## config.mk

```make
export PLATFORM = sky130hd
export DESIGN_NAME = cache_mem_arbiter
export DESIGN_NICKNAME = d
export VERILOG_FILES = /design/src/rtl/cache_mem_arbiter_pkg.sv /design/src/rtl/cache_mem_arbiter_line_reg.sv /design/src/rtl/cache_mem_arbiter.sv
export SDC_FILE = /design/constraint.sdc
export NUM_CORES = 1
export LEC_CHECK = 0
export CORE_AREA = 5 5 535 537
export CTS_CLUSTER_DIAMETER = 30
export DETAILED_ROUTE_END_ITERATION = 10
export DIE_AREA = 0 0 540 542
export DONT_BUFFER_PORTS = 1
export HOLD_SLACK_MARGIN = 0.03
export PLACE_DENSITY_LB_ADDON = 0.08
export SYNTH_ARGS = -nofsm -noshare
export SYNTH_HDL_FRONTEND = slang
export SYNTH_HIERARCHICAL = 1
export SYNTH_SLANG_ARGS = --single-unit
```

## constraint.sdc

```tcl
create_clock -name clk -period 2.18 [get_ports clk]
set_input_delay 0.436 -clock clk [delete_from_list [all_inputs] [get_ports clk]]
set_output_delay 0.436 -clock clk [all_outputs]
set_load 0.03 [all_outputs]
```

## src/rtl/cache_mem_arbiter_pkg.sv

```systemverilog
// Shared types and helpers for the cache/physical-memory arbiter.
// Holds the FSM state encoding, the latched operation type, the
// requester identity used by the optional round-robin grant, and the
// line-alignment helper used when a request is granted.
package cache_mem_arbiter_pkg;

  // Default geometry: a 256-bit (32-byte) line on a 32-bit address bus.
  localparam int LINE_W_DEFAULT = 256;
  localparam int ADDR_W_DEFAULT = 32;

  // Widest address the alignment helper handles.
  localparam int ADDR_W_MAX = 64;

  // Arbiter FSM states. The BUSY and DONE states are split per requester so
  // the response pulse can be steered without extra registers.
  typedef enum logic [2:0] {
    IDLE   = 3'd0,
    D_BUSY = 3'd1,
    I_BUSY = 3'd2,
    D_DONE = 3'd3,
    I_DONE = 3'd4
  } arb_state_t;

  // Direction of the line transaction latched at grant time.
  typedef enum logic {
    ARB_READ  = 1'b0,
    ARB_WRITE = 1'b1
  } arb_op_t;

  // Requester identity. The round-robin grant uses it to remember who was
  // served last.
  typedef enum logic {
    REQ_I = 1'b0,
    REQ_D = 1'b1
  } arb_req_t;

  // Clear the byte-offset bits of an address so it points at the start of a
  // line of line_w bits. The caller narrows the result to its own width.
  function automatic logic [ADDR_W_MAX-1:0] line_align(
    input logic [ADDR_W_MAX-1:0] addr,
    input int                    line_w
  );
    logic [ADDR_W_MAX-1:0] mask;
    mask = ~((ADDR_W_MAX'(1) << $clog2(line_w / 8)) - ADDR_W_MAX'(1));
    return addr & mask;
  endfunction

endpackage

```

## src/rtl/cache_mem_arbiter_line_reg.sv

```systemverilog
// Line-wide load register with asynchronous active-low clear.
// Used for the latched write-back data and for the read line buffer.
module cache_mem_arbiter_line_reg #(
  parameter int W = 256
) (
  input  logic         clk,
  input  logic         rst,
  input  logic         load,
  input  logic [W-1:0] d,
  output logic [W-1:0] q
);

  // Hold the value until load is asserted; clear on reset.
  always_ff @(posedge clk or negedge rst) begin
    if (!rst) begin
      q <= '0;
    end else if (load) begin
      q <= d;
    end
  end

endmodule

```

## src/rtl/cache_mem_arbiter.sv

```systemverilog
// Arbiter sharing one physical-memory port between the I-cache (line
// fills) and the D-cache (line fills and write-backs).
//
// One line transaction is in flight at a time. A grant in IDLE latches the
// line-aligned address, the write-back data and the operation; the memory
// command is driven from those registers until pmem_resp, then the granted
// requester gets a one-cycle response pulse and the FSM returns to IDLE.
//
// Build option: define ARB_ROUND_ROBIN_EN to alternate grants when both
// caches request together. Without it the D-cache always wins.
module cache_mem_arbiter
  import cache_mem_arbiter_pkg::*;
#(
  parameter int LINE_W = LINE_W_DEFAULT,
  parameter int ADDR_W = ADDR_W_DEFAULT
) (
  input  logic              clk,
  input  logic              rst,
  // I-cache side
  input  logic              i_read,
  input  logic [ADDR_W-1:0] i_address,
  output logic [LINE_W-1:0] i_rdata,
  output logic              i_resp,
  // D-cache side
  input  logic              d_read,
  input  logic              d_write,
  input  logic [ADDR_W-1:0] d_address,
  input  logic [LINE_W-1:0] d_wdata,
  output logic [LINE_W-1:0] d_rdata,
  output logic              d_resp,
  // Physical-memory side
  output logic              pmem_read,
  output logic              pmem_write,
  output logic [ADDR_W-1:0] pmem_address,
  output logic [LINE_W-1:0] pmem_wdata,
  input  logic [LINE_W-1:0] pmem_rdata,
  input  logic              pmem_resp
);

  arb_state_t        state;
  arb_op_t           op;
  logic [ADDR_W-1:0] addr;
  logic [LINE_W-1:0] wdata;
  logic [LINE_W-1:0] line_buf;

  logic              req_d;
  logic              req_i;
  logic              grant_d;
  logic              grant_i;
  logic [ADDR_W-1:0] grant_addr;
  logic [ADDR_W-1:0] aligned_addr;
  logic              busy;
  logic              wdata_load;
  logic              line_load;

`ifdef ARB_ROUND_ROBIN_EN
  arb_req_t          last_grant;
`endif

  // A D-cache request is either kind of D access; a simultaneous read and
  // write is handled as a write further down.
  assign req_d = d_read | d_write;
  assign req_i = i_read;

  // Grant decision, only meaningful in IDLE; requests are ignored elsewhere.
  always_comb begin
    grant_d = 1'b0;
    grant_i = 1'b0;
    if (state == IDLE) begin
`ifdef ARB_ROUND_ROBIN_EN
      if (req_d && req_i) begin
        grant_d = (last_grant == REQ_I);
        grant_i = (last_grant == REQ_D);
      end else begin
        grant_d = req_d;
        grant_i = req_i;
      end
`else
      grant_d = req_d;
      grant_i = req_i & ~req_d;
`endif
    end
  end

  // Address of the winning requester, aligned to the start of its line.
  assign grant_addr   = grant_d ? d_address : i_address;
  assign aligned_addr = ADDR_W'(line_align(ADDR_W_MAX'(grant_addr), LINE_W));

  assign busy       = (state == D_BUSY) || (state == I_BUSY);
  assign wdata_load = grant_d | grant_i;
  assign line_load  = busy && pmem_resp && (op == ARB_READ);

  cache_mem_arbiter_line_reg #(
    .W (LINE_W)
  ) u_wdata_reg (
    .clk  (clk),
    .rst  (rst),
    .load (wdata_load),
    .d    (d_wdata),
    .q    (wdata)
  );

  cache_mem_arbiter_line_reg #(
    .W (LINE_W)
  ) u_line_buf (
    .clk  (clk),
    .rst  (rst),
    .load (line_load),
    .d    (pmem_rdata),
    .q    (line_buf)
  );

  assign pmem_address = addr;
  assign pmem_wdata   = wdata;
  assign i_rdata      = line_buf;
  assign d_rdata      = line_buf;

  // Transaction FSM: grant, hold the memory command, then pulse the response.
  always_ff @(posedge clk or negedge rst) begin
    if (!rst) begin
      state      <= IDLE;
      op         <= ARB_READ;
      addr       <= '0;
      pmem_read  <= 1'b0;
      pmem_write <= 1'b0;
      i_resp     <= 1'b0;
      d_resp     <= 1'b0;
`ifdef ARB_ROUND_ROBIN_EN
      last_grant <= REQ_I;
`endif
    end else begin
      i_resp <= 1'b0;
      d_resp <= 1'b0;
      case (state)
        IDLE: begin
          if (grant_d) begin
            state      <= D_BUSY;
            addr       <= aligned_addr;
            op         <= d_write ? ARB_WRITE : ARB_READ;
            pmem_read  <= ~d_write;
            pmem_write <= d_write;
`ifdef ARB_ROUND_ROBIN_EN
            last_grant <= REQ_D;
`endif
          end else if (grant_i) begin
            state      <= I_BUSY;
            addr       <= aligned_addr;
            op         <= ARB_READ;
            pmem_read  <= 1'b1;
            pmem_write <= 1'b0;
`ifdef ARB_ROUND_ROBIN_EN
            last_grant <= REQ_I;
`endif
          end
        end
        D_BUSY: begin
          if (pmem_resp) begin
            state      <= D_DONE;
            pmem_read  <= 1'b0;
            pmem_write <= 1'b0;
            d_resp     <= 1'b1;
          end
        end
        I_BUSY: begin
          if (pmem_resp) begin
            state      <= I_DONE;
            pmem_read  <= 1'b0;
            pmem_write <= 1'b0;
            i_resp     <= 1'b1;
          end
        end
        D_DONE: begin
          state <= IDLE;
        end
        I_DONE: begin
          state <= IDLE;
        end
        default: begin
          state      <= IDLE;
          pmem_read  <= 1'b0;
          pmem_write <= 1'b0;
        end
      endcase
    end
  end

endmodule
```

==> results of run 1 <==
==> per-layer routing <==
metal	global-route usage (%)	up-vias
met3	5.47	367
met5	0	-
met2	14.7	1255
met4	3.86	20
li1	-	6054
met1	8.11	7282
==> cells in the mapped netlist <==
master	instances
sky130_fd_sc_hd__nand3_2	1
sky130_fd_sc_hd__mux2_2	512
sky130_fd_sc_hd__nor3b_1	1
sky130_fd_sc_hd__conb_1	1
sky130_fd_sc_hd__inv_1	2
sky130_fd_sc_hd__nand3b_1	27
sky130_fd_sc_hd__o221a_1	10
sky130_fd_sc_hd__xnor2_1	1
sky130_fd_sc_hd__a221o_1	2
sky130_fd_sc_hd__dfrtp_1	547
sky130_fd_sc_hd__nor2_1	3
sky130_fd_sc_hd__and2b_1	1
sky130_fd_sc_hd__nand2_1	3
sky130_fd_sc_hd__o221a_2	17
sky130_fd_sc_hd__buf_2	12
sky130_fd_sc_hd__or2_2	1
sky130_fd_sc_hd__and2_1	1
sky130_fd_sc_hd__buf_1	1
sky130_fd_sc_hd__o21a_1	1
sky130_fd_sc_hd__nor3_1	2
sky130_fd_sc_hd__nor2b_1	2
sky130_fd_sc_hd__buf_4	265
sky130_fd_sc_hd__a211oi_1	2
sky130_fd_sc_hd__o21ai_0	2
sky130_fd_sc_hd__nor4b_1	2
sky130_fd_sc_hd__nor3_4	1
sky130_fd_sc_hd__nor3_2	1
sky130_fd_sc_hd__buf_6	53
sky130_fd_sc_hd__o21bai_1	1
==> flip-flops by register name, summed over array words and instances (netlist names) <==
register,flops
d_resp,1
i_resp,1
op,1
pmem_address,27
pmem_read,1
pmem_write,1
state,3
u_line_buf/q,256
u_wdata_reg/q,256
==> power breakdown <==
group | internal (W) | switching, W | total [W]
sequential | 0.0153 | 0.0234 | 0.0387
combinational | 0.00790 | 0.00534 | 0.0132
clock | 0.0201 | 0.00821 | 0.0284
==> cell families after synthesis <==
kind of cell           synth area share [%]
AO/OA/AOI/OAI                          1.60
XOR/XNOR                             0.0384
other                                0.0164
multiplexers                           25.3
buffers and inverters                  11.6
flip-flops                             60.0
AND/OR/NAND/NOR                        1.44
==> per-stage QoR <==
stage	setup TNS (ps)	cells
2_1_floorplan	0	1479
3_3_place_gp	-33540	4939
3_5_place_dp	-34320	4939
4_1_cts	0	5890
5_1_grt	0	5903
6_report	0	5917
==> worst reg2reg max path, delay by kind of cell, from the launching register on <==
kind / cells / cell delay, ps
muxes: 1 / 390
DFF: 1 / 380
buffers and inverters: 3 / 770
and+or+nand+nor: 2 / 400
==> final cells by class <==
cell class / count / area share, %
timing repair buffer: 625 / 16.8
inverter: 2 / 0.0196
clock inverter: 76 / 1.93
sequential: 547 / 35.9
tap: 3743 / 12.2
multi-input combinational: 599 / 17.0
clock buffer: 302 / 16.0
antenna: 23 / 0.150
==> what timing repair did <==
action | CTS | global route
pin swaps | 1 | 0
setup buffers | 1 | 0
endpoints found under the setup margin | 342 | 19
endpoints found under the hold margin | 1094 | 234
cloned | 0 | 1
gates resized for setup | 55 | 6
==> worst max-delay path by stage <==
stage,endpoint,cells after the start,slack (ps),start
floorplan,u_line_buf/q[214],6,100,state[0]
global placement,u_line_buf/q[137],5,-190,state[2]
detailed placement,u_line_buf/q[152],5,-210,state[2]
CTS,d_rdata[5],0,0.5,u_line_buf/q[5]
global route,pmem_wdata[78],0,2,u_wdata_reg/q[78]
finish,u_wdata_reg/q[126],6,100,state[0]
==> run summary, run 1 <==
Critical register-to-register path startpoint: state[0]. Of all nets on the critical path, the largest fanout is 35. The worst slack at placement was -209 ps; the final period demand of the worst path was 2080 ps. The run gives 4 as the H-tree depth. The kind of cell adding the most delay to the critical path was buffers and inverters. The worst path uses 95.3% of the clock period. The detailed-routed wire length on met3 is 19,600 um. The worst path meets setup with 102 ps of slack. For this run, the slowest stage of the critical path takes 380 ps. Worst-case vdd ir drop: 0.771 mV. Of the cells placed in the final design, the portion with a size suffix greater than 1 is 45.7%. The critical path buffer and inverter count was 3. The worst setup path is captured at a register. The congestion estimate from routability-driven global placement came to 0.745. The logs give 195 for the row count and 0 for the number of design rule violations left after detail routing.

Timing would allow up to 481 MHz. The checks that failed: hold timing. The run gives 0 as the count of pins over their slew limit. The flow ran to the end, but the final reports show violations.

The initial antenna violation count is 88. Power spread over the standard cell area amounts to 2100 nW/um^2. The region available for standard cell placement spans 281,000 sq um. The share of the Yosys chip area taken by registers is 60.0%. For the leakage power, the log shows 14.7 nW. The top cell types in the final layout, fill and taps aside, are 572 x sky130_fd_sc_hd__dlygate4sd3_1, 512 x sky130_fd_sc_hd__mux2_2, 489 x sky130_fd_sc_hd__dfrtp_1. Measured against its own limit, the worst slew margin works out to 14.7%. After detailed routing, no signal wire sits above met5. In this run the tool buffered the top-level ports with 0 buffer cells.

For this design, the sink count on the clock tree is 547. The initial detailed-routing violation count was 476. For the final global-route overflow total, the log shows 0. Clock-pin slew was measured on the worst setup and hold paths at 40 ps.

A synthesized cell averages 15.5 sq um. The core utilization of the finished layout came out at 13.6%. Setup repair after global routing left no endpoint under its margin. The layout has 31,400 filler cells.

The total power came out at 0.0803 W. The floorplan step defined a die boundary enclosing 293,000 sq um. The critical path in this run is classified as reg -> reg. Summing over every cut layer, the via total after detailed routing is 15,000. The tools report the wire length on met1 as 42,200 um.

In this run the count of I/O pins placed on the die edge is 1,386. Dominant cell type by count on the critical path: sky130_fd_sc_hd__buf_12. The run gives 572 as the post-cts hold buffer count. Walking the worst path, the cells encountered are buf_4 > nor3_4 > and2b_4 > buf_12 > buf_12 > mux2_2. TritonCTS built the clock tree. In this run, synthesis produced a sequential element count of 547.

The placed instances occupy a cell area of 25,400 sq um. Compared with the post-synthesis result, the final layout area differs by 67.9%. The vertical extent of the die is 542 um, and the number of maximum-capacitance constraint violations is 0.

Slowest cell on the critical path: sky130_fd_sc_hd__dfrtp_1. Summed over all nets, the half-perimeter wirelength after detailed placement is 105,000 um. The run gives 0 as the count of endpoints failing setup in the final report.

After synthesis, the cell types taking the most area are sky130_fd_sc_hd__dfrtp_1 60%, sky130_fd_sc_hd__mux2_2 25%, sky130_fd_sc_hd__buf_4 8.7%. The clock tree root buffer cell is sky130_fd_sc_hd__clkbuf_16. Summed over all layers, the routed wires come to 132,000 um.

The largest buffer count on any clock path was 4. First-pass GRT wire length: 171,000 um. The via count of the first global-routing pass was 17,400.

In the final routed layout, each cell accounts on average for 22.2 um. For flop-to-flop paths, the worst setup slack is 100 ps. Yosys printed 6 warnings. The data required time at the worst endpoint is 2840 ps. In this run the critical register-to-register path is captured at u_wdata_reg/q[126]. Wire segments on met2 add up to 63,600 um in the final route. The post-detailed-route count of antenna-violating nets was 0; the largest net degree at the start of global routing was 548. TritonCTS created 209 clock buffers. The via density per instance is 2.53. For the sequential cell area in the final layout, the log shows 13,800 sq um.

In the final design database the tool counted 2,566 nets. Synthesis produced 1,475 cells. The floorplan step set the die width to 540 um. The synthesized netlist occupies a cell area of 22,800 sq um. The largest total area in the synthesized netlist belongs to sky130_fd_sc_hd__dfrtp_1. For the worst setup path, the data arrival time is 2740 ps. For the combined global-route utilization of all metal layers, the log shows 8.59%. The netlist uses 29 different library cells.

The share of the synthesized area in the top cell type was 60.0%; the clock latency reported for the late side of the worst-skew pair was 810 ps. In the final layout, the multi-input gates occupy 6500 sq um. The first TritonRoute pass finished after 4 iterations. The path category of the worst min-delay check is in -> async. The run gives -677 ps as the final-layout worst hold slack.

The total non-filler cell area in the finished layout is 38,300 sq um. The transition time at the pin with the least slew margin was 1280 ps; the cell count of the worst reg-to-reg path was 6. The final count of hold timing violations came out at 234. Nature of the critical path startpoint: a register. For the final database, setup skew stands at 44.4 ps. The leading cell type in the layout, fill and taps excluded is sky130_fd_sc_hd__dlygate4sd3_1.

For this configuration, the core starts out at a cell density of 8.12%.
Note: power is estimated with default switching activity, not from simulation.
==> run 2: changes to the inputs <==
--- a/config.mk
+++ b/config.mk
@@ -5,7 +5,7 @@
 export SDC_FILE = /design/constraint.sdc
 export NUM_CORES = 1
 export LEC_CHECK = 0
-export CORE_AREA = 5 5 535 537
+export CORE_AREA = 4 4 536 538
 export CTS_CLUSTER_DIAMETER = 30
 export DETAILED_ROUTE_END_ITERATION = 10
 export DIE_AREA = 0 0 540 542
@@ -14,5 +14,4 @@
 export PLACE_DENSITY_LB_ADDON = 0.08
 export SYNTH_ARGS = -nofsm -noshare
 export SYNTH_HDL_FRONTEND = slang
-export SYNTH_HIERARCHICAL = 1
 export SYNTH_SLANG_ARGS = --single-unit
==> run 2 against run 1 <==
  * The run still ends with hold timing left
  * Hold slack worse by 20 ps
  * Non-clock buffer count increased by 8
  * Setup slack better by 8.8 ps
  * Synthesized area up 0.56%
  * Largest power group unchanged
==> run summary, run 2 <==
The run finished, with violations left. Violations in the final reports: hold timing (unchanged). The run gives 0.0799 W (was 0.0803 W) as the total power. The weighted congestion at the end of routability-driven global placement was 0.736 (was 0.745); the final global-route overflow total was 0 (unchanged).

The number of synthesized flops with an enable pin was 0 (unchanged). The number of design rule violations left after detail routing was 0 (unchanged). The critical register-to-register path startpoint is state[0] (unchanged). The largest net degree at the start of global routing is 548 (unchanged), and the post-synthesis cell type count is 28 (was 29). The die outline width works out to 540 um (unchanged). The most instantiated library cell after synthesis is sky130_fd_sc_hd__dfrtp_1 (unchanged).

The tools report the nature of the critical path startpoint as a register (unchanged). Setup repair after global routing left no endpoint under its margin. The final standard cell count with taps included and fillers excluded was 5,944 (was 5,917).

The largest buffer count on any clock path came out at 4 (unchanged). TritonCTS built the clock tree. The number of standard cells after synthesis is 1,470 (was 1,475). The area added between synthesis and finish came out at 68.5% (was 67.9%).

For the initial detailed-routing violation count, the log shows 407 (was 476). The post-synthesis async set-or-reset flop share was 100% (unchanged); the count of pins over their slew limit was 0 (unchanged). Cell types with the highest counts after synthesis: 547 x sky130_fd_sc_hd__dfrtp_1, 325 x sky130_fd_sc_hd__mux2_1, 263 x sky130_fd_sc_hd__buf_4, 241 x sky130_fd_sc_hd__mux2_2, 52 x sky130_fd_sc_hd__buf_6 (was 547 x sky130_fd_sc_hd__dfrtp_1, 512 x sky130_fd_sc_hd__mux2_2, 265 x sky130_fd_sc_hd__buf_4, 53 x sky130_fd_sc_hd__buf_6, 27 x sky130_fd_sc_hd__nand3b_1). The type of destination of the critical path was an output pin (was a register). The die area was 293,000 sq um (unchanged).

The detailed-route wire length per cell works out to 22.9 um (was 22.2 um). The total of flip-flops plus latches after synthesis was 547 (unchanged). Dominant cells by area after synthesis: sky130_fd_sc_hd__dfrtp_1 60%, sky130_fd_sc_hd__mux2_1 16%, sky130_fd_sc_hd__mux2_2 12% (was sky130_fd_sc_hd__dfrtp_1 60%, sky130_fd_sc_hd__mux2_2 25%, sky130_fd_sc_hd__buf_4 8.7%).

The sum of negative setup slack came out at 0 ps (unchanged). Commonest cells after routing, fill and taps aside: 571 x sky130_fd_sc_hd__dlygate4sd3_1, 449 x sky130_fd_sc_hd__dfrtp_1, 325 x sky130_fd_sc_hd__mux2_1 (was 572 x sky130_fd_sc_hd__dlygate4sd3_1, 512 x sky130_fd_sc_hd__mux2_2, 489 x sky130_fd_sc_hd__dfrtp_1). The number of placed instances, taps included was 4,950 (was 4,939).

The register clock-pin slew on the reported worst setup and hold paths is 40 ps (about the same), and the via count of the first global-routing pass is 17,600 (was 17,400). The least setup slack across all paths after layout was 111 ps (was 102 ps); the filler cell count was 31,600 (was 31,400). For the final layout net count, the log shows 2,579 (was 2,566). The classification of the worst setup path is reg -> out (was reg -> reg). Total clock sinks: 547 (unchanged).

The path category of the worst min-delay check is in -> async (unchanged). For the count of endpoints failing setup in the final report, the log shows 0 (unchanged). For the first-pass GRT wire length, the log shows 177,000 um (was 171,000 um). The top-level port count is 1,386 (unchanged), and the worst slack at placement is 110 ps (was -209 ps).

The run gives 61.2 ps (was 44.4 ps) as the final worst clock skew. The total wire length after detailed routing was 136,000 um (was 132,000 um); the post-detailed-route count of antenna-violating nets was 0 (unchanged). Proportion of synthesized chip area in sequential cells: 59.7% (was 60.0%).

The leakage power was 14.9 nW (was 14.7 nW); the share of post-route cells with drive strength above 1 was 34.4% (was 45.7%). For the number of maximum-capacitance constraint violations, the log shows 0 (unchanged). The final HPWL from detailed placement is 111,000 um (was 105,000 um), and the post-synthesis area per instance is 15.6 sq um (was 15.5 sq um). The sequential cell area in the final layout is 13,800 sq um (about the same), and the row count is 195 (unchanged). The share of the clock period used by the worst path after layout was 94.9% (was 95.3%); the share of the synthesized area in the top cell type was 59.7% (was 60.0%). The worst-case vdd ir drop was 0.724 mV (was 0.771 mV); the cell count of the worst reg-to-reg path was 5 (was 6). Data required time at the worst endpoint: 1740 ps (was 2840 ps). The H-tree depth was 4 (unchanged); the setup slack of the most critical reg-to-reg path was 130 ps (was 100 ps).

The final count of hold timing violations was 413 (was 234); the highest attainable clock frequency was 483 MHz (was 481 MHz). The logs give 8.14% (was 8.12%) for the initial core utilization and 213 (was 209) for the TritonCTS buffer count. The final-layout worst hold slack is -697 ps (was -677 ps). The total vias in the final route is 15,200 (was 15,000), and the vertical extent of the die is 542 um (unchanged). The initial antenna violation count was 103 (was 88); the power per unit of standard cell area was 2070 nW/um^2 (was 2100 nW/um^2).

The logs give 1630 ps (was 2740 ps) for the arrival time of the worst setup path and 572 (unchanged) for the post-cts hold buffer count. The logs give 35.1% (was 14.7%) for the headroom to the max-slew limit and 282,000 sq um (was 281,000 sq um) for the core region area. The combined global-route utilization of all metal layers is 8.95% (was 8.59%), and the maximum fanout along the worst path is 3 (was 35). The via density per instance works out to 2.55 (was 2.53). The flip-flop cell with the highest count after synthesis was sky130_fd_sc_hd__dfrtp_1 (unchanged). Clock latency reported for the late side of the worst-skew pair: 840 ps (was 810 ps). Clock tree root buffer cell: sky130_fd_sc_hd__clkbuf_16 (unchanged). The leading cell type in the layout, fill and taps excluded was sky130_fd_sc_hd__dlygate4sd3_1 (unchanged).

The library cell occupying the most area in the post-synthesis netlist is sky130_fd_sc_hd__dfrtp_1 (unchanged). The final period demand of the worst path works out to 2070 ps (was 2080 ps). The multi-input logic area is 6640 sq um (was 6500 sq um). The number of detailed-routing iterations run before antenna repair came out at 4 (unchanged). Worst flop-to-flop path endpoint: u_wdata_reg.q[254] (was u_wdata_reg/q[126]).

The run gives 22,900 sq um (was 22,800 sq um) as the cell area after synthesis. The transition time at the pin with the least slew margin is 973 ps (was 1280 ps), and the number of warnings reported in the yosys synthesis log is 0 (was 6). The total of buffers placed on input and output ports is 0 (unchanged).
==> run 2: changes by cell type after synthesis, sizes merged, moves of 2 or more <==
cell,before,now
mux2,512,566
nand3b,27,0
o221a,27,0
buf,331,325
nand2b,0,4
o211ai,0,3
a211oi,2,0
a221o,2,0
inv,2,0
nor3b,1,3
==> run 2: cell type report <==
| type | instances | share of cell area, % |
|---|---|---|
| Clock buffer | 326 | 16.6 |
| Antenna cell | 31 | 0.201 |
| Tap cell | 3743 | 12.1 |
| Sequential cell | 547 | 35.7 |
| Multi-Input combinational cell | 602 | 17.2 |
| Timing Repair Buffer | 633 | 16.6 |
| Clock inverter | 62 | 1.61 |
==> run 2: cells by family after synthesis <==
kind of cell | share of synthesized area [%]
muxes | 27.8
and+or+nand+nor | 0.665
other | 0.0163
buffers and inverters | 11.5
DFF | 59.7
AOI/OAI and AO/OA | 0.300
xor gates and xnor gates | 0.0382
==> run 2: stage by stage <==
step                area [sq um]  util (%)
global route               38600      13.7
floorplan                  23000         -
global placement           25600      9.08
finish                     38700      13.7
CTS                        38500      13.7
detailed placement         25600      9.08
==> run 2: worst max-delay path by stage <==
| stage | to | cells past startpoint | slack, ps | start |
|---|---|---|---|---|
| after floorplan | pmem_address[12] | 4 | 440 | d_write |
| after global placement | u_wdata_reg.q[61] | 5 | 130 | state[0] |
| after detailed placement | u_wdata_reg.q[110] | 5 | 110 | state[0] |
| after CTS | d_rdata[106] | 0 | 0.06 | u_line_buf.q[106] |
| after global routing | i_rdata[138] | 0 | 20 | u_line_buf.q[138] |
| final | i_rdata[79] | 0 | 110 | u_line_buf.q[79] |
==> run 2: timing repair <==
item                                    CTS  global route
pin swaps                                 0             1
gates resized for setup                  98             1
setup buffers                             0             0
setup endpoints to repair               193            10
endpoints found under the hold margin  1094           413
==> run 2: report_power, final <==
| part | internal, W | leakage [nW] | switching (W) |
|---|---|---|---|
| Sequential | 0.0154 | 6.34 | 0.0244 |
| Combinational | 0.00664 | 5.09 | 0.00457 |
| Clock | 0.0205 | 3.50 | 0.00846 |
| Total | 0.0425 | 14.9 | 0.0374 |
==> run 2: per-layer routing <==
| layer | part of all wire [%] | GRT usage (%) | routed length (um) | up-vias |
|---|---|---|---|---|
| met5 | 0.084 | 0 | 114 | - |
| met4 | 4.0 | 3.53 | 5440 | 16 |
| met3 | 14 | 5.54 | 19100 | 387 |
| met2 | 49 | 15.6 | 66900 | 1292 |
| met1 | 33 | 8.51 | 44800 | 7418 |
| li1 | - | - | - | 6052 |
